## config.mk

```make
export PLATFORM = sky130hd
export DESIGN_NAME = reg_file_read_port_flat
export DESIGN_NICKNAME = d
export VERILOG_FILES = /design/src/rtl/reg_file_read_port_if.sv /design/src/rtl/reg_file_read_port.sv /design/src/flat_wrapper.sv
export SDC_FILE = /design/constraint.sdc
export NUM_CORES = 1
export LEC_CHECK = 0
export ABC_CLOCK_PERIOD_IN_PS = 3400
export CORE_AREA = 4 4 85 87
export DETAILED_ROUTE_END_ITERATION = 10
export DIE_AREA = 0 0 89 91
export PLACE_DENSITY = 0.79
export REMOVE_ABC_BUFFERS = 1
export SLEW_MARGIN = 40
export SYNTH_ARGS = -nofsm -noshare
export SYNTH_HDL_FRONTEND = slang
export SYNTH_SLANG_ARGS = --single-unit
```

## constraint.sdc

```tcl
create_clock -name inClk -period 3.4 [get_ports inClk]
set_input_delay 0.85 -clock inClk [delete_from_list [all_inputs] [get_ports inClk]]
set_output_delay 0.85 -clock inClk [all_outputs]
set_load 0.05 [all_outputs]
```

## src/rtl/reg_file_read_port_if.sv

```systemverilog
// Bus bundle for the register bank: one write port plus a handshaked read port.
// The producer side (operand fetch / CPU) uses the master modport; the bank
// uses the slave modport.
interface reg_file_read_port_if #(
  parameter int DATA_W = 8,
  parameter int ADDR_W = 3
);
  logic              inWrEn;
  logic [ADDR_W-1:0] inWrAddr;
  logic [DATA_W-1:0] inWrData;
  logic              inRdReq;
  logic [ADDR_W-1:0] inRdAddr;
  logic              outRdGnt;
  logic              outRdValid;
  logic [DATA_W-1:0] outRdData;
  logic              inRdTake;

  modport master (
    output inWrEn, inWrAddr, inWrData,
    output inRdReq, inRdAddr, inRdTake,
    input  outRdGnt, outRdValid, outRdData
  );

  modport slave (
    input  inWrEn, inWrAddr, inWrData,
    input  inRdReq, inRdAddr, inRdTake,
    output outRdGnt, outRdValid, outRdData
  );
endinterface

```

## src/rtl/reg_file_read_port.sv

```systemverilog
// Register bank with a single write port and a one-deep handshaked read port.
// A read accepted on an edge presents its word from that edge on, and the word
// is held as a snapshot until the consumer takes it.
//
// state | meaning
// ------+-------------------------------------------------------------
// IDLE  | no untaken word on outRdData; grant is always high
// VALID | outRdData holds an untaken word; grant only when it is taken
module reg_file_read_port #(
  parameter int DATA_W   = 8,
  parameter int ADDR_W   = 3,
  parameter int ZERO_REG = 1
) (
  input logic                 inClk,
  input logic                 inClrN,
  reg_file_read_port_if.slave bus
);

  localparam int  Depth   = 2 ** ADDR_W;
  localparam bit  ZeroReg = (ZERO_REG != 0);

  typedef enum logic {
    IDLE  = 1'b0,
    VALID = 1'b1
  } stateT;

  stateT             state;
  stateT             stateNxt;
  logic [DATA_W-1:0] mem [Depth];
  logic [DATA_W-1:0] rdData;
  logic [DATA_W-1:0] rdWord;
  logic              rdGnt;
  logic              rdAccept;
  logic              loadData;
  logic              rdIsZeroReg;
  logic              wrIsZeroReg;
  logic              wrHitsRd;

  assign rdIsZeroReg = ZeroReg && (bus.inRdAddr == '0);
  assign wrIsZeroReg = ZeroReg && (bus.inWrAddr == '0);
  assign wrHitsRd    = bus.inWrEn && (bus.inWrAddr == bus.inRdAddr);

  // Word the read port captures on acceptance: hard zero, bypassed write data, or storage.
  always_comb begin
    rdWord = mem[bus.inRdAddr];
    if (rdIsZeroReg) begin
      rdWord = '0;
    end else if (wrHitsRd) begin
      rdWord = bus.inWrData;
    end
  end

  // Next-state and handshake decode; grant depends on the current take, not on the request.
  always_comb begin
    stateNxt = state;
    rdGnt    = 1'b1;
    rdAccept = 1'b0;
    loadData = 1'b0;
    case (state)
      IDLE: begin
        rdGnt    = 1'b1;
        rdAccept = bus.inRdReq;
        if (rdAccept) begin
          loadData = 1'b1;
          stateNxt = VALID;
        end
      end
      VALID: begin
        rdGnt    = bus.inRdTake;
        rdAccept = bus.inRdReq && bus.inRdTake;
        if (rdAccept) begin
          loadData = 1'b1;
          stateNxt = VALID;
        end else if (bus.inRdTake) begin
          stateNxt = IDLE;
        end
      end
      default: begin
        stateNxt = IDLE;
      end
    endcase
  end

  // State register; reset clears any pending word immediately.
  always_ff @(posedge inClk or negedge inClrN) begin
    if (!inClrN) begin
      state <= IDLE;
    end else begin
      state <= stateNxt;
    end
  end

  // Read data register; only an accepted read changes it, so a take alone leaves the last word visible.
  always_ff @(posedge inClk or negedge inClrN) begin
    if (!inClrN) begin
      rdData <= '0;
    end else if (loadData) begin
      rdData <= rdWord;
    end
  end

  // Storage array; writes never stall and word 0 stays zero when it is hardwired.
  always_ff @(posedge inClk or negedge inClrN) begin
    if (!inClrN) begin
      for (int i = 0; i < Depth; i++) begin
        mem[i] <= '0;
      end
    end else if (bus.inWrEn && !wrIsZeroReg) begin
      mem[bus.inWrAddr] <= bus.inWrData;
    end
  end

  assign bus.outRdGnt   = rdGnt;
  assign bus.outRdValid = (state == VALID);
  assign bus.outRdData  = rdData;

endmodule
```

## src/flat_wrapper.sv

```systemverilog
// flat-port wrapper written by rule: the top's interface ports become plain ports
module reg_file_read_port_flat 
#(
  parameter int DATA_W   = 8,
  parameter int ADDR_W   = 3,
  parameter int ZERO_REG = 1
)
  (inClk, inClrN, bus_inWrEn, bus_inWrAddr, bus_inWrData, bus_inRdReq, bus_inRdAddr, bus_inRdTake, bus_outRdGnt, bus_outRdValid, bus_outRdData);
  reg_file_read_port_if #(.DATA_W(DATA_W), .ADDR_W(ADDR_W)) bus_i ();
  input logic inClk;
  input logic inClrN;
  input wire logic [$bits(bus_i.inWrEn)-1:0] bus_inWrEn;
  input wire logic [$bits(bus_i.inWrAddr)-1:0] bus_inWrAddr;
  input wire logic [$bits(bus_i.inWrData)-1:0] bus_inWrData;
  input wire logic [$bits(bus_i.inRdReq)-1:0] bus_inRdReq;
  input wire logic [$bits(bus_i.inRdAddr)-1:0] bus_inRdAddr;
  input wire logic [$bits(bus_i.inRdTake)-1:0] bus_inRdTake;
  output wire logic [$bits(bus_i.outRdGnt)-1:0] bus_outRdGnt;
  output wire logic [$bits(bus_i.outRdValid)-1:0] bus_outRdValid;
  output wire logic [$bits(bus_i.outRdData)-1:0] bus_outRdData;
  assign bus_i.inWrEn = bus_inWrEn;
  assign bus_i.inWrAddr = bus_inWrAddr;
  assign bus_i.inWrData = bus_inWrData;
  assign bus_i.inRdReq = bus_inRdReq;
  assign bus_i.inRdAddr = bus_inRdAddr;
  assign bus_i.inRdTake = bus_inRdTake;
  assign bus_outRdGnt = bus_i.outRdGnt;
  assign bus_outRdValid = bus_i.outRdValid;
  assign bus_outRdData = bus_i.outRdData;
  reg_file_read_port #(.DATA_W(DATA_W), .ADDR_W(ADDR_W), .ZERO_REG(ZERO_REG)) u_core (.inClk(inClk), .inClrN(inClrN), .bus(bus_i));
endmodule
```

### Word-level counts from Yosys, hierarchy flattened

Cells that the tools add are included.

| storage, ports and cells | value |
|---|---|
| bits in registers | 73 |
| input bits | 19 |
| output and inout bits | 10 |
| logic and storage cells | 39 |

| cells by class | value |
|---|---|
| magnitude comparators | 3 |
| equality and inequality tests | 1 |
| muxes and demuxes | 15 |
| bitwise operators | 3 |
| reductions and logical operators | 7 |

Operators by type and width:

| kind | number |
|---|---|
| bitwise mux 64 bit | 1 |
| 2-to-1 mux 8 bit | 5 |
| binary-select mux 8 bit (select 3 bit) | 1 |
| demux 8 bit (select 3 bit) | 1 |
| greater-or-equal comparator 4 bit, second input constant | 2 |
| inverter 3 -> 4 bit | 2 |
| zero test 3 bit | 2 |
| case mux 1 bit (2 select lines) | 3 |
| logical AND 1 bit | 4 |
| less-than comparator 4 x 1 -> 1 bit, second input constant | 1 |
| 2-to-1 mux 1 bit | 4 |
| == test 3 bit | 1 |
| zero test 1 bit | 1 |
| inverter 1 bit | 1 |

### Logic depth before layout (Yosys ltp)

| depth | value |
|---|---|
| word-level depth | 6 |
| depth in mapped cells | 6 |

### Worst setup path after synthesis

OpenSTA, ideal clock, no wires.

| timing path | value |
|---|---|
| kind | input to register |
| start point | in bus_inRdTake |
| end point | reg u_core.rdData[0] (netlist: u_core.bus.outRdData[0]) |
| setup time | 0.067 ns |
| arrival | 2.164 ns |
| setup slack | 1.169 ns |
| stages on the path | 4 |
| buffers on the path | 0 |
| cell sequence | nand2b_1 > o311ai_4 > nor2_1 > a221o_1 |

| between the ends | value |
|---|---|
| longest elaborated chain between the ends | 3 |

RTL lines:

| element | line | source |
|---|---|---|
| start: declaration | flat_wrapper.sv:17 | `input wire logic [$bits(bus_i.inRdTake)-1:0] bus_inRdTake;` |
| logical AND 1 bit | reg_file_read_port.sv:70 | `rdAccept = bus.inRdReq && bus.inRdTake;` |
| 2-to-1 mux 1 bit | reg_file_read_port.sv:71 | `if (rdAccept) begin` |
| case mux 1 bit (2 select lines) | reg_file_read_port.sv:59 | `case (state)` |
| end signal: assignment | reg_file_read_port.sv:98 | `rdData <= rdWord;` |
| end: declaration | reg_file_read_port.sv:30 | `logic [DATA_W-1:0] rdData;` |

Every way passes these cells.
A chain may end at the register's enable or synchronous reset.

### Worst setup path in the final report

| timing path | value |
|---|---|
| start point | in bus_inRdTake |
| end point | out bus_outRdGnt |

| between the ends | value |
|---|---|
| longest elaborated chain between the ends | 1 |

RTL lines:

| element | line | source |
|---|---|---|
| case mux 1 bit (2 select lines) | reg_file_read_port.sv:59 |  |
| end: declaration | flat_wrapper.sv:18 | `output wire logic [$bits(bus_i.outRdGnt)-1:0] bus_outRdGnt;` |

Every way passes these cells.

==> results.tsv <==
stage	metric	value	unit
outcome	outcome	finished clean	
synth	ys_ff_latch	73	
clock_tree	post_cts.repair.setup_buffers	0	
min_path	holdPathStages	0	
synth	synth_top_family_by_area	multiplexers	
power_and_ir_drop	pwr-share-seq	47.3	%
synth	synthDistinctLibCells	22	
min_path	holdPathEnd	u_core.mem[59]	
die	io_pins	29	
synth	ys_seq_area_share	55.3	%
synth	ys_warn_count	0	
timing	rsz0062_at_grt	false	
synth	netlist_instances	207	
timing	post-route-min-period	2590	ps
job	max-cap-violations	0	
grt	track_usage	18.0	%
timing	finalHoldViolCount	0	
finish	fillCellCount	467	
worst_setup_path	reg2reg_setup_slack	1910	ps
clock_tree	clock_sinks	73	
worst_setup_path	worstSetupStartpointType	primary input	
placement	place_area	3670	um2
worst_setup_path	worstPathRequired	2550	ps
die	die-area	8100	um2
clock_tree	cts_resized	0	
route	num_vias	1893	
worst_setup_path	path_max_fanout	4	
timing	worst_slew_pin_slew	610	ps
worst_setup_path	worstSetupPathType	primary input to primary output	
timing	drv_slew	0	
placement	hpwl	4330	um
timing	max_freq	386	MHz
route	detail-route-antenna-nets	0	
die	core.rowCount	29	
die	die_y	91	um
grt	grt_pass1_wl	10700	um
synth	syn_area_per_cell	16.0	um2
worst_setup_path	reg2regPathDepth	4	
power_and_ir_drop	leakagePower	1.66	nW
min_path	min-delay-start	u_core.mem[59]	
timing	maxSlewHeadroom	59.1	%
worst_setup_path	crit_arrival	1740	ps
power_and_ir_drop	power_per_cell_area	613	nW/um2
clock_tree	cts_buffer_depth	2	
finish	layout.nets	257	
finish	fin_area	3880	um2
synth	synth_adder_area_share	0	%
route	wl	6620	um
clock_tree	cts_hold_buf	0	
timing	fin_tns_setup	0	ps
finish	drive_above_1_share	39.7	%
finish	antenna_cells	0	
route	drc	0	
timing	fin_skew	8.95	ps
clock_tree	worstSkewPairLatency	350	ps
die	start_util	52.0	%
route	dr.pass1.iters	4	
placement	port_buffers	28	
synth	syn_area	3300	um2
clock_tree	htree_levels	3	
grt	grt.overflow.total	0	
worst_setup_path	r2r_start	u_core.mem[32]	
clock_tree	cts_tree	done	
power_and_ir_drop	switchingPower	0.630	mW
synth	yosys.area_share.simple	4.28	%
clock_tree	clk_pin_slew	70	ps
synth	synth_top_area_share	55.3	%
finish	area_delta_synth_final	17.5	%
timing	fin_crit_sh	76.2	%
placement	place.gp.congestion	0.723	
power_and_ir_drop	power_frac_comb	21.8	%
synth	synth_mux_area_share	33.2	%
grt	grt_max_degree	49	
synth	synthXorXnorAreaFrac	0.795	%
route	vias_per_cell	5.93	
min_path	hold_path_class	flip-flop to flip-flop	
timing	finalSetupViolations	0	
route	drt-initial-drc-count	117	
grt	antenna_found_initial	0	
power_and_ir_drop	internal-power	1.75	mW
worst_setup_path	rr_endpoint	u_core.bus.outRdData[0]	
power_and_ir_drop	clkPwrFrac	30.9	%
synth	yosysTopAreaCell	dfrtp_1	
grt	grt_pass1_vias	2049	
worst_setup_path	endpoint_kind	primary output	
die	core	6350	um2
synth	synth_compound_area_share	3.22	%
synth	synth.area.top_cells	dfrtp_1 55%, mux2_2 19%, mux4_2 6.1%, mux4_1 5.6%, a221o_1 2.4%	
route	post_drt_wl_per_cell	20.8	um
die	die_x	89	um
power_and_ir_drop	p_sw_share	26.5	%
finish	postLayoutCoreUtil	61.1	%
clock_tree	numCtsBuffers	9	
clock_tree	root_buffer	clkbuf_8	
power_and_ir_drop	max-vdd-ir-drop	0.341	mV
==> final cells by class <==
class	instances	area, um2	area share [%]
clock buffers	12	145	3.74
clock inverters	3	65.1	1.68
multi-input cells	114	1380	35.7
flip-flops and latches	73	1830	47.1
well taps	77	96.3	2.48
repair buffers	40	363	9.35
==> cells by family (layout without fill, tap and decap cells) <==
logic type                Yosys count  in the layout
muxes                              80             80
DFF                                73             73
and+or+nand+nor                    22             22
buffers and inverters              20             55
AOI/OAI and AO/OA                   9              9
xor gates and xnor gates            3              3
==> cell usage in the layout, fill, tap and decap left out, types with 3 or more instances in the layout <==
cell and instances:
clkbuf_8 10, mux4_2 9, dfrtp_1 73, mux4_1 7
a221o_1 8, nand4b_1 3, nor3_1 8, mux2_2 56
mux2i_1 8, clkdlybuf4s50_1 26, buf_4 13, xnor2_1 3
==> critical path: stages <==
cell,delay [ps]
clkdlybuf4s50_1,450
nand2b_1,200
buf_4,240
==> registers in the layout, indices dropped and copies added (netlist names) <==
| name | count |
|---|---|
| u_core.bus.outRdValid | 1 |
| u_core.mem | 64 |
| u_core.bus.outRdData | 8 |
==> routing by layer <==
layer / global-route usage (%) / wire length [um] / up-vias / share of wire, %
met2: 25.8 / 3020 / 42 / 46
met1: 26.3 / 3130 / 997 / 47
met5: 0 / 0 / - / 0
met4: 5.58 / 86 / 0 / 1.3
li1: - / - / 847 / -
met3: 5.88 / 387 / 7 / 5.8
==> cell usage after synthesis <==
| library cell | n |
|---|---|
| nor3_1 | 8 |
| buf_4 | 1 |
| dfrtp_1 | 73 |
| nand2_1 | 2 |
| clkbuf_1 | 15 |
| nor3_2 | 1 |
| mux4_1 | 7 |
| buf_12 | 1 |
| nand4_1 | 2 |
| xnor2_1 | 3 |
| nor2_1 | 1 |
| mux2_2 | 56 |
| mux4_2 | 9 |
| buf_6 | 1 |
| mux2i_1 | 8 |
| buf_2 | 2 |
| nand4b_1 | 3 |
| nand2b_1 | 2 |
| nor4bb_1 | 2 |
| o311ai_4 | 1 |
| a221o_1 | 8 |
| and4_1 | 1 |
==> power by group through the flow <==
stage / clock network [mW] / logic (mW) / registers [mW]
2_1_floorplan: 0 / 0.268 / 1.20
3_3_place_gp: 0 / 0.508 / 1.13
3_5_place_dp: 0 / 0.524 / 1.14
4_1_cts: 0.747 / 0.526 / 1.13
5_1_grt: 0.782 / 0.560 / 1.14
6_report: 0.735 / 0.518 / 1.13
==> how the worst max path moves through the flow <==
stage                     from                      end  slack (ps)  cells after the start
2_1_floorplan       bus_inWrEn           u_core.mem[40]        1110                      2
3_3_place_gp   bus_inRdAddr[1]  u_core.bus.outRdData[0]         550                      6
3_5_place_dp   bus_inRdAddr[1]  u_core.bus.outRdData[0]         500                      6
4_1_cts           bus_inRdTake             bus_outRdGnt         810                      3
5_1_grt        bus_inRdAddr[1]  u_core.bus.outRdData[0]         740                      6
6_report          bus_inRdTake             bus_outRdGnt         810                      3
==> stage by stage <==
stage | hold WS [ps] | power (mW) | setup slack [ps] | instances
6_report | 378 | 2.38 | 808 | 319
3_5_place_dp | 365 | 1.67 | 497 | 304
4_1_cts | 381 | 2.40 | 807 | 319
5_1_grt | 390 | 2.49 | 745 | 319
3_3_place_gp | 362 | 1.64 | 548 | 304
2_1_floorplan | 349 | 1.47 | 1110 | 187
Power figures use the tool's default switching activity.
